==> config.mk <==
export PLATFORM = sky130hd
export DESIGN_NAME = sparc_ifu_wselgen
export DESIGN_NICKNAME = d
export VERILOG_FILES = /design/src/rtl/sparc_ifu_wselgen.sv
export SDC_FILE = /design/constraint.sdc
export NUM_CORES = 1
export LEC_CHECK = 0
export BUFFER_PORTS_ARGS = -buffer_cell sky130_fd_sc_hd__buf_2
export CAP_MARGIN = 25
export CELL_PAD_IN_SITES_DETAIL_PLACEMENT = 0
export CELL_PAD_IN_SITES_GLOBAL_PLACEMENT = 1
export CORE_AREA = 2 2 165 167
export DETAILED_ROUTE_END_ITERATION = 7
export DIE_AREA = 0 0 167 169
export PLACE_DENSITY_LB_ADDON = 0.1
export SYNTH_ARGS = -nofsm -noshare
export SYNTH_HDL_FRONTEND = slang
export SYNTH_SLANG_ARGS = --single-unit
==> constraint.sdc <==
create_clock -name rclk -period 1.5 [get_ports rclk]
set_input_delay 0.225 -clock rclk [delete_from_list [all_inputs] [get_ports rclk]]
set_output_delay 0.225 -clock rclk [all_outputs]
set_load 0.01 [all_outputs]
==> src/rtl/sparc_ifu_wselgen.sv <==
// I-cache way-select datapath: AND-OR fetch select, ASI/BIST capture sequencer, waysel mutex checker.
// Optional fetch parity check is built when WSEL_PARITY_EN is defined.
module sparc_ifu_wselgen #(
   parameter int NUM_WAYS  = 4,
   parameter int WAY_IDX_W = 2,
   parameter int DATA_W    = 34,
   parameter int ERRCNT_W  = 4
) (
   input  logic                       rclk,
   input  logic                       reset,
   input  logic [NUM_WAYS-1:0]        waysel_s1,
   input  logic [NUM_WAYS*DATA_W-1:0] fetdata_s1,
   input  logic [NUM_WAYS*DATA_W-1:0] topdata_s1,
   input  logic                       asi_req_f,
   input  logic [WAY_IDX_W-1:0]       asi_way_f,
   input  logic                       asi_ack,
   output logic [DATA_W-1:0]          fetdata_sel_s1,
   output logic [DATA_W-1:0]          topdata_sel_s1,
   output logic                       asi_busy,
   output logic                       asi_vld,
   output logic [2*DATA_W-1:0]        asi_data,
   output logic                       mutex_err,
   output logic [ERRCNT_W-1:0]        mutex_errcnt,
   output logic                       par_err
);

   typedef enum logic [1:0] {
      IDLE = 2'd0,
      CAPT = 2'd1,
      HOLD = 2'd2
   } asi_state_e;

   asi_state_e            state_q, state_d;
   logic [WAY_IDX_W-1:0]  way_q, way_d;
   logic [DATA_W-1:0]     fet_hold_q, fet_hold_d;
   logic [DATA_W-1:0]     top_hold_q, top_hold_d;
   logic                  mutex_err_q, mutex_err_d;
   logic [ERRCNT_W-1:0]   errcnt_q, errcnt_d;
   logic                  multi_hot;
   logic [DATA_W-1:0]     fet_way, top_way;

   // AND-OR way select; multi-hot ORs the hit ways together
   always_comb begin
      fetdata_sel_s1 = '0;
      topdata_sel_s1 = '0;
      for (int i = 0; i < NUM_WAYS; i++) begin
         fetdata_sel_s1 |= fetdata_s1[i*DATA_W +: DATA_W] & {DATA_W{waysel_s1[i]}};
         topdata_sel_s1 |= topdata_s1[i*DATA_W +: DATA_W] & {DATA_W{waysel_s1[i]}};
      end
   end

   assign multi_hot = |(waysel_s1 & (waysel_s1 - NUM_WAYS'(1)));

   // sticky mutex flag and saturating violation counter
   always_comb begin
      mutex_err_d = mutex_err_q | multi_hot;
      errcnt_d    = errcnt_q;
      if (multi_hot && (errcnt_q != '1))
         errcnt_d = errcnt_q + ERRCNT_W'(1);
   end

   // pick the latched ASI way out of the s1 data buses
   always_comb begin
      fet_way = '0;
      top_way = '0;
      for (int i = 0; i < NUM_WAYS; i++) begin
         if (way_q == WAY_IDX_W'(i)) begin
            fet_way = fetdata_s1[i*DATA_W +: DATA_W];
            top_way = topdata_s1[i*DATA_W +: DATA_W];
         end
      end
   end

   // ASI sequencer next state: requests only accepted in IDLE, ack only in HOLD
   always_comb begin
      state_d    = state_q;
      way_d      = way_q;
      fet_hold_d = fet_hold_q;
      top_hold_d = top_hold_q;
      unique case (state_q)
         IDLE: begin
            if (asi_req_f) begin
               way_d   = asi_way_f;
               state_d = CAPT;
            end
         end
         CAPT: begin
            fet_hold_d = fet_way;
            top_hold_d = top_way;
            state_d    = HOLD;
         end
         HOLD: begin
            if (asi_ack)
               state_d = IDLE;
         end
         default: state_d = IDLE;
      endcase
   end

   // state and datapath registers
   always_ff @(posedge rclk) begin
      if (reset) begin
         state_q     <= IDLE;
         way_q       <= '0;
         fet_hold_q  <= '0;
         top_hold_q  <= '0;
         mutex_err_q <= 1'b0;
         errcnt_q    <= '0;
      end else begin
         state_q     <= state_d;
         way_q       <= way_d;
         fet_hold_q  <= fet_hold_d;
         top_hold_q  <= top_hold_d;
         mutex_err_q <= mutex_err_d;
         errcnt_q    <= errcnt_d;
      end
   end

`ifdef WSEL_PARITY_EN
   logic par_err_q, par_err_d;
   logic one_hot;

   assign one_hot = (waysel_s1 != '0) && !multi_hot;

   // odd parity on a clean one-hot select flags an error next cycle
   always_comb begin
      par_err_d = one_hot && (^fetdata_sel_s1);
   end

   // parity error pulse register
   always_ff @(posedge rclk) begin
      if (reset)
         par_err_q <= 1'b0;
      else
         par_err_q <= par_err_d;
   end

   assign par_err = par_err_q;
`else
   assign par_err = 1'b0;
`endif

   assign asi_busy     = (state_q != IDLE);
   assign asi_vld      = (state_q == HOLD);
   assign asi_data     = {top_hold_q[DATA_W-1:DATA_W-2],
                          fet_hold_q[DATA_W-1:DATA_W-2],
                          top_hold_q[DATA_W-3:0],
                          fet_hold_q[DATA_W-3:0]};
   assign mutex_err    = mutex_err_q;
   assign mutex_errcnt = errcnt_q;

endmodule

# Yosys cells after proc, flatten, opt, wreduce, memory -nomap -nowiden
# Index checks and enable logic that the tools add are counted.
# totals
mem_bits_ro	0
word_cells	50
latch_bits	0
mem_bits_rw	0
in_bits	282
out_inout_bits	144
memories	0
reg_bits	77
# classes
mux	11
n_div	0
n_mul	0
reduce_logical	7
n_lt_le_gt_ge	0
shifts	0
eq_ne	8
n_bitwise	16
n_addsub	2
# ops
operator	n
$and 34x34->34	8
$mux 34	8
$or 34x34->34	6
$eq 2x2->1 const B	3
$pmux 2 s3	1
$add 4x1->4 const B	1
$and 4x4->4	1
$eq 2x1->1 const B	2
$logic_not 2->1	2
$mux 2	2
$ne 2x2->1 const B	2
$ne 4x4->1 const B	1
$reduce_and 2->1	2
$reduce_or 4->1	1
$sub 4x1->4 const B	1
$reduce_bool 2->1	1
$logic_and 1x1->1	1
$or 1x1->1	1

# Depth between registers and ports, before layout
# Gate-level depths: netlist (run 1).
# logic_depth
word_depth	5
depth_mapped	6
depth_no_buf	4

# Worst setup path before layout (run 1)
# Ideal clock, no wire load.
# synth_path
path_type	register -> register
startpoint	reg errcnt_q[0] (netlist: mutex_errcnt[0])
endpoint	reg errcnt_q[3] (netlist: mutex_errcnt[3])
required_ps	1377
setup_slack_ps	21
synth_period_minus_slack_ps	1479
n_path_buf	0
path_stages_with_launch	5
arrival_time_ps	1356
setup_time_ps	123
path_cell_list	dfxtp_1 -> ha_1 -> and3_1 -> nor4_1 -> mux2_1
# synth_via
elab_chain_cells	2
word_cells_on_any_way	3
classes_between	add/sub (1); eq/ne (1); reduce/logical (1)
# synth_rtl
item	line	rtl
start, declared	38	logic [ERRCNT_W-1:0] errcnt_q, errcnt_d;
start signal, assigned	115	errcnt_q <= errcnt_d;
branches (longest 2 deep; another with $add 4x1->4)	-	
# Parallel ways; which one is timed is not known.
# A chain may end at the register's enable or synchronous reset.

# Worst setup path after layout (run 1)
# layout_path
startpoint	reg way_q[0]
endpoint	reg top_hold_q[11]
# layout_via
elab_chain_cells	5
word_cells_on_any_way	8
classes_between	eq/ne (3); mux (4); reduce/logical (1)
# layout_rtl
item	line	rtl
start, declared	34	logic [WAY_IDX_W-1:0] way_q, way_d;
start signal, assigned	111	way_q <= way_d;
$logic_not 2->1	67	if (way_q == WAY_IDX_W'(i)) begin
$mux 34 (3 in series)	67	
$mux 34 *	67	
end signal, assigned	113	top_hold_q <= top_hold_d;
end, declared	36	logic [DATA_W-1:0] top_hold_q, top_hold_d;
# Mark *: on every way between the ends. The rest lies on a longest branch, timed or not.

==> metrics.log, run 1 <==
INFO  metric syn2layout_area_growth = 55.3%
INFO  metric cts.hold.buffers_added = 0
INFO  metric synth-main-ff-cell = sky130_fd_sc_hd__dfxtp_1
INFO  metric layout.cells.most_common_list = sky130_fd_sc_hd__buf_2, sky130_fd_sc_hd__nand2_1, sky130_fd_sc_hd__a22oi_1, sky130_fd_sc_hd__dfxtp_1, sky130_fd_sc_hd__mux4_2
INFO  metric place_worst_setup_slack = -0.00468 ns
INFO  metric timing.max_cap.violations = 0
INFO  metric final_standard_cell_area_without_fillers = 0.00904 mm²
INFO  metric rows = 60
INFO  metric htree_num_levels = 3
INFO  metric power_leakage = 4.03 nW
INFO  metric grt_overflow = 0
INFO  metric wl = 28700 µm
INFO  metric first_pass_grt_wire_length = 41900 µm
INFO  metric post_synth.cell_area_avg = 8.78 µm²
INFO  metric detail_route.iter0.violations = 378
INFO  metric path_max_fanout = 13
INFO  metric syn-num-nets = 946
INFO  metric worst_clk_skew = 0.00750 ns
INFO  metric cp_data_arrival_time = 1.68 ns
INFO  metric synth.yosys.warnings = 0
INFO  metric setup_tns = 0 ns
INFO  metric cp.required = 1.73 ns
INFO  metric vias = 7024
INFO  metric maxSlewViolCount = 0
INFO  metric power.total = 6.92 mW
INFO  metric max-clock-path-buffers = 2
INFO  metric startpoint_type_of_the_worst_setup_path = register
INFO  metric critical_path.cell_chain = buf_4 > buf_12 > mux4_2 > nand2_2 > a21oi_1
INFO  metric groute.usage.overall = 19.2%
INFO  metric synth-seq-area-share = 26.5%
INFO  metric place_hpwl = 20900 µm
INFO  metric rsz0062_at_grt = true
INFO  metric grt_start_max_net_pins = 47
INFO  metric io_buffers = 424
INFO  metric core_region_area = 0.0265 mm²
INFO  metric hold_class = in -> reg
INFO  metric outcome = finished, final reports clean
INFO  metric final_cell_count_no_fill = 1412
INFO  metric drc = 0
INFO  metric cts.reportedPaths.clkPinSlew = 0.07 ns
INFO  metric tritoncts_buffer_count = 9
INFO  metric dieWidth = 167 µm
INFO  metric clock_insertion_delay_worst_skew = 0.35 ns
INFO  metric drive_gt1_share = 53.3%
INFO  metric routability_congestion_estimate = 0.788
INFO  metric routed_wire_length_per_instance = 20.3 µm
INFO  metric placed_area = 0.00856 mm²
INFO  metric grt_antenna_before_repair = 2
INFO  metric async_flop_share = 0%
INFO  metric reg2reg_setup_slack = 0.05 ns
INFO  metric clkSinkCount = 77
INFO  metric worstSetupEndpointType = register
INFO  metric drt_first_pass_iters = 5
INFO  metric die_area = 0.0282 mm²
INFO  metric power.ir.vdd_worst = 0.507 mV
INFO  metric setup_ws = 0.0520 ns
INFO  metric report.final.setup_viol = 0
INFO  metric hold_viol_final = 0
INFO  metric synth_edf_count = 0
INFO  metric synth_cell_type_count = 30
INFO  metric clk_root_buffer_cell = sky130_fd_sc_hd__clkbuf_16
INFO  metric vias_per_cell = 4.97
INFO  metric critical_path_class = reg -> reg
INFO  metric floorplan.initialDensity = 22.0%
INFO  metric syn-instance-count = 663
INFO  metric cts_tree = built
INFO  metric ioPinCount = 426
INFO  metric crit_path_top_delay_cell = sky130_fd_sc_hd__mux4_2
INFO  metric timing.final.crit_share = 96.5%
INFO  metric power_per_cell_area = 766 mW/mm²
INFO  metric place.detailed.instances = 1389
INFO  metric detail-route-antenna-nets = 0
INFO  metric timing.final.crit_period = 1.45 ns
INFO  metric postSynthRegisterBits = 77
INFO  metric fmax = 691 MHz
INFO  metric post_synth_instance_area = 0.00582 mm²
INFO  metric num-nets-final = 1348
INFO  metric layout.cells.most_common = sky130_fd_sc_hd__buf_2
INFO  metric die_h = 169 µm
INFO  metric critical_path.max_stage_delay = 0.53 ns
INFO  metric grt_pass1_vias = 7117
-- routing by layer --
layer / global-route usage (%) / vias to the layer above / wire, µm
li1: - / 3313 / -
met1: 21.8 / 3390 / 11400
met2: 35.1 / 279 / 14700
met3: 4.54 / 40 / 1940
met4: 6.86 / 2 / 652
met5: 0 / - / 16
-- cells by family (layout without fill, tap and decap cells) --
logic type | count (synthesis) | count (layout) | synth area share [%]
multiplexers | 71 | 71 | 26.8
flip-flops | 77 | 77 | 26.5
buffers and inverters | 74 | 481 | 6.41
adder cells (fa/ha/maj) | 1 | 1 | 0.215
AND/OR/NAND/NOR | 224 | 224 | 15.2
AO/OA/AOI/OAI | 215 | 215 | 24.8
other | 1 | 2 | 0.0644
-- worst max-delay path: cells and delay by family, from the launching register on --
kind	cells	cell delay (ns)
simple gates	1	0.08
flops	1	0.38
compound gates	1	0.05
mux	1	0.53
buf+inv	2	0.28
-- path summary, 6_finish.rpt --
path	start	to	cells past startpoint
max	way_q[0]	top_hold_q[11]	5
min	asi_way_f[0]	way_q[0]	3
min reg2reg	fet_hold_q[14]	fet_hold_q[14]	2
max reg2reg	way_q[0]	top_hold_q[11]	5
-- sequential cells by signal, indices dropped and copies added, names as in the netlist --
register	flops
fet_hold_q	34
way_q	2
mutex_errcnt	4
mutex_err	1
top_hold_q	34
state_q	2
-- final cells by class --
| class | count | area [µm²] |
|---|---|---|
| sequential | 77 | 1550 |
| clock buffer | 10 | 229 |
| multi-input combinational | 512 | 3970 |
| clock inverter | 6 | 62.6 |
| fill | 2895 | 17500 |
| antenna | 1 | 2.50 |
| timing repair buffer | 465 | 2800 |
| tap | 341 | 427 |
-- where the power goes --
part	switching (mW)	internal (mW)	total, mW
Combinational	1.22	1.22	2.44
Sequential	0.0677	2.17	2.23
Clock	0.958	1.29	2.25
-- cells in the mapped netlist, drive strengths merged, types with 2 or more instances --
library cell	number	area share, %
nand2	205	13
mux2i	2	0.34
dfxtp	77	26
nand2b	2	0.21
a22oi	136	18
nor2	4	0.26
nor4	2	0.21
a211o	2	0.30
a211oi	2	0.43
nor2b	4	0.43
a21oi	72	6.2
mux4	68	26
clkbuf	26	1.7
buf	48	4.7
o31ai	2	0.26
-- repair_timing --
item                                    4_1_cts  5_1_grt
resized for setup                             1       17
endpoints found under the setup margin        1       29
pin swaps                                     0        5
gates cloned                                  0        3
setup buffers                                 0        3
-- metrics by stage --
step | hold slack (ns) | util (%)
2_1_floorplan | 0.372 | -
3_3_place_gp | 0.440 | 32.3
3_5_place_dp | 0.444 | 32.3
4_1_cts | 0.116 | 33.4
5_1_grt | 0.156 | 34.1
6_report | 0.132 | 34.1
Power figures use the tool's default switching activity.
==> inputs of run 2 (changes only) <==
--- a/config.mk
+++ b/config.mk
@@ -5,7 +5,7 @@
 export SDC_FILE = /design/constraint.sdc
 export NUM_CORES = 1
 export LEC_CHECK = 0
-export BUFFER_PORTS_ARGS = -buffer_cell sky130_fd_sc_hd__buf_2
+export BUFFER_PORTS_ARGS = -buffer_cell sky130_fd_sc_hd__buf_4
 export CAP_MARGIN = 25
 export CELL_PAD_IN_SITES_DETAIL_PLACEMENT = 0
 export CELL_PAD_IN_SITES_GLOBAL_PLACEMENT = 1
==> run 2 against run 1 <==
  * Clock skew rose by 0.0030 ns
  * Sequential power is essentially flat
  * Design area rose by 8.3%
  * First-iteration DRC count decreased by 16%
  * Largest power group unchanged
==> metrics.log, run 2 (same netlist as run 1, synthesis figures left out) <==
INFO  metric worstSetupEndpointType = register
INFO  metric timing.max_cap.violations = 0 (unchanged)
INFO  metric placed_area = 0.00950 mm² (+11%)
INFO  metric worst_clk_skew = 0.0105 ns (+0.00299 ns)
INFO  metric drive_gt1_share = 51.9% (-1.4 points)
INFO  metric cp.required = 1.73 ns (about the same)
INFO  metric num-nets-final = 1340 (-0.59%)
INFO  metric hold_class = in -> reg
INFO  metric layout.cells.most_common_list = sky130_fd_sc_hd__buf_4, sky130_fd_sc_hd__nand2_1, sky130_fd_sc_hd__a22oi_1, sky130_fd_sc_hd__dfxtp_1, sky130_fd_sc_hd__a21oi_1
INFO  metric power.total = 7.05 mW (+1.9%)
INFO  metric core_region_area = 0.0265 mm² (unchanged)
INFO  metric path_max_fanout = 20 (+7)
INFO  metric critical_path.max_stage_delay = 0.52 ns (about the same)
INFO  metric startpoint_type_of_the_worst_setup_path = register
INFO  metric routed_wire_length_per_instance = 20.8 µm (+2.2%)
INFO  metric rows = 60 (unchanged)
INFO  metric timing.final.crit_period = 1.43 ns (-0.0153 ns)
INFO  metric clkSinkCount = 77 (unchanged)
INFO  metric critical_path.cell_chain = buf_12 > mux4_2 > nand2_1 > a21oi_1
INFO  metric syn2layout_area_growth = 68.2%
INFO  metric io_buffers = 424 (unchanged)
INFO  metric timing.final.crit_share = 95.5% (-1.0 points)
INFO  metric rsz0062_at_grt = true
INFO  metric grt_overflow = 0 (unchanged)
INFO  metric critical_path_class = reg -> reg
INFO  metric cts.hold.buffers_added = 0 (unchanged)
INFO  metric drc = 0 (unchanged)
INFO  metric tritoncts_buffer_count = 9 (unchanged)
INFO  metric antennaDiodeCount = 0 (-1)
INFO  metric cts.reportedPaths.clkPinSlew = 0.07 ns (about the same)
INFO  metric final_cell_count_no_fill = 1403 (-0.64%)
INFO  metric clock_insertion_delay_worst_skew = 0.35 ns (about the same)
INFO  metric cp_data_arrival_time = 1.66 ns (-0.02 ns)
INFO  metric die_h = 169 µm (unchanged)
INFO  metric wl = 29100 µm (+1.6%)
INFO  metric sequential_cell_area = 0.00155 mm² (unchanged)
INFO  metric filler_instances = 2776 (-4.1%)
INFO  metric cts_tree = built
INFO  metric groute.usage.overall = 20.0% (+0.78 points)
INFO  metric vias = 7001 (-0.33%)
INFO  metric maxSlewViolCount = 0 (unchanged)
INFO  metric max-clock-path-buffers = 2 (unchanged)
INFO  metric cp_top_family = multiplexers
INFO  metric first_pass_grt_wire_length = 43500 µm (+3.9%)
INFO  metric setup_tns = 0 ns (unchanged)
INFO  metric power.ir.vdd_worst = 0.482 mV (-4.9%)
INFO  metric drt_first_pass_iters = 5 (unchanged)
INFO  metric multiInputGateArea = 0.00393 mm² (-1.0%)
INFO  metric crit_path_top_delay_cell = sky130_fd_sc_hd__mux4_2
INFO  metric post-route-util = 37.0% (+2.8 points)
INFO  metric detail_route.iter0.violations = 318 (-16%)
INFO  metric power_per_cell_area = 720 mW/mm² (-5.9%)
INFO  metric ioPinCount = 426 (unchanged)
INFO  metric grt_start_max_net_pins = 55 (+17%)
INFO  metric detail-route-antenna-nets = 0 (unchanged)
INFO  metric grt_antenna_before_repair = 0 (-2)
INFO  metric htree_num_levels = 3 (unchanged)
INFO  metric place.detailed.instances = 1387 (-0.14%)
INFO  metric vias_per_cell = 4.99 (+0.31%)
INFO  metric grt_pass1_vias = 7242 (+1.8%)
INFO  metric report.final.setup_viol = 0 (unchanged)
INFO  metric final_standard_cell_area_without_fillers = 0.00979 mm² (+8.3%)
INFO  metric hold_viol_final = 0 (unchanged)
INFO  metric outcome = finished, final reports clean
INFO  metric place_hpwl = 21600 µm (+3.2%)
INFO  metric clk_root_buffer_cell = sky130_fd_sc_hd__clkbuf_16
INFO  metric dieWidth = 167 µm (unchanged)
INFO  metric routability_congestion_estimate = 0.780 (-0.96%)
INFO  metric power_leakage = 4.24 nW (+5.3%)
INFO  metric cp.buffers_inverters = 1 (-1)
INFO  metric die_area = 0.0282 mm² (unchanged)
INFO  metric fmax = 698 MHz (+1.1%)
INFO  metric floorplan.initialDensity = 22.0% (unchanged)
INFO  metric layout.cells.most_common = sky130_fd_sc_hd__buf_4
## run 2: path summary, 6_finish.rpt
path	start	endpoint	slack [ns]	cells past startpoint
worst max-delay path	way_q[0]	top_hold_q[32]	0.07	4
worst min-delay path	asi_way_f[0]	way_q[0]	0.11	3
worst max register to register	way_q[0]	top_hold_q[32]	0.07	4
worst min register to register	fet_hold_q[14]	fet_hold_q[14]	0.45	2
## run 2: cell type report
type | instances | share of cell area, %
Tap cell | 341 | 4.36
Clock inverter | 7 | 0.511
Multi-Input combinational cell | 512 | 40.1
Sequential cell | 77 | 15.8
Clock buffer | 9 | 2.30
Timing Repair Buffer | 457 | 36.9
## run 2: through the flow
stage               setup WS [ns]  hold slack, ns
floorplan                  0.0206           0.372
global placement          -0.0118           0.444
detailed placement       -0.00891           0.447
CTS                        0.0147          0.0926
global route              -0.0341           0.113
finish                     0.0674           0.112
## run 2: what timing repair did
item,4_1_cts,5_1_grt
resized for setup,1,4
setup endpoints to repair,1,29
hold endpoints to repair,0,0
setup buffers,0,0
pin swaps,0,1
## run 2: per-layer routing
layer  vias to the layer above  global-route usage (%)  routed length [µm]
met2                       289                    37.2               15500
met5                         -                       0                   0
met3                        25                    5.17                2160
met1                      3389                    22.7               11100
met4                         0                    5.02                 437
li1                       3298                       -                   -
## run 2: worst min-delay path: cells and delay by family
kind / cells / cell delay, ns
AND/OR/NAND/NOR: 1 / 0.07
buffers and inverters: 1 / 0.08
multiplexers: 1 / 0.05
## run 2: where the power goes
part / leakage, nW / internal (mW) / switching (mW)
clock: 0.128 / 1.13 / 1.01
combinational: 3.48 / 1.48 / 1.19
sequential: 0.629 / 2.16 / 0.0771
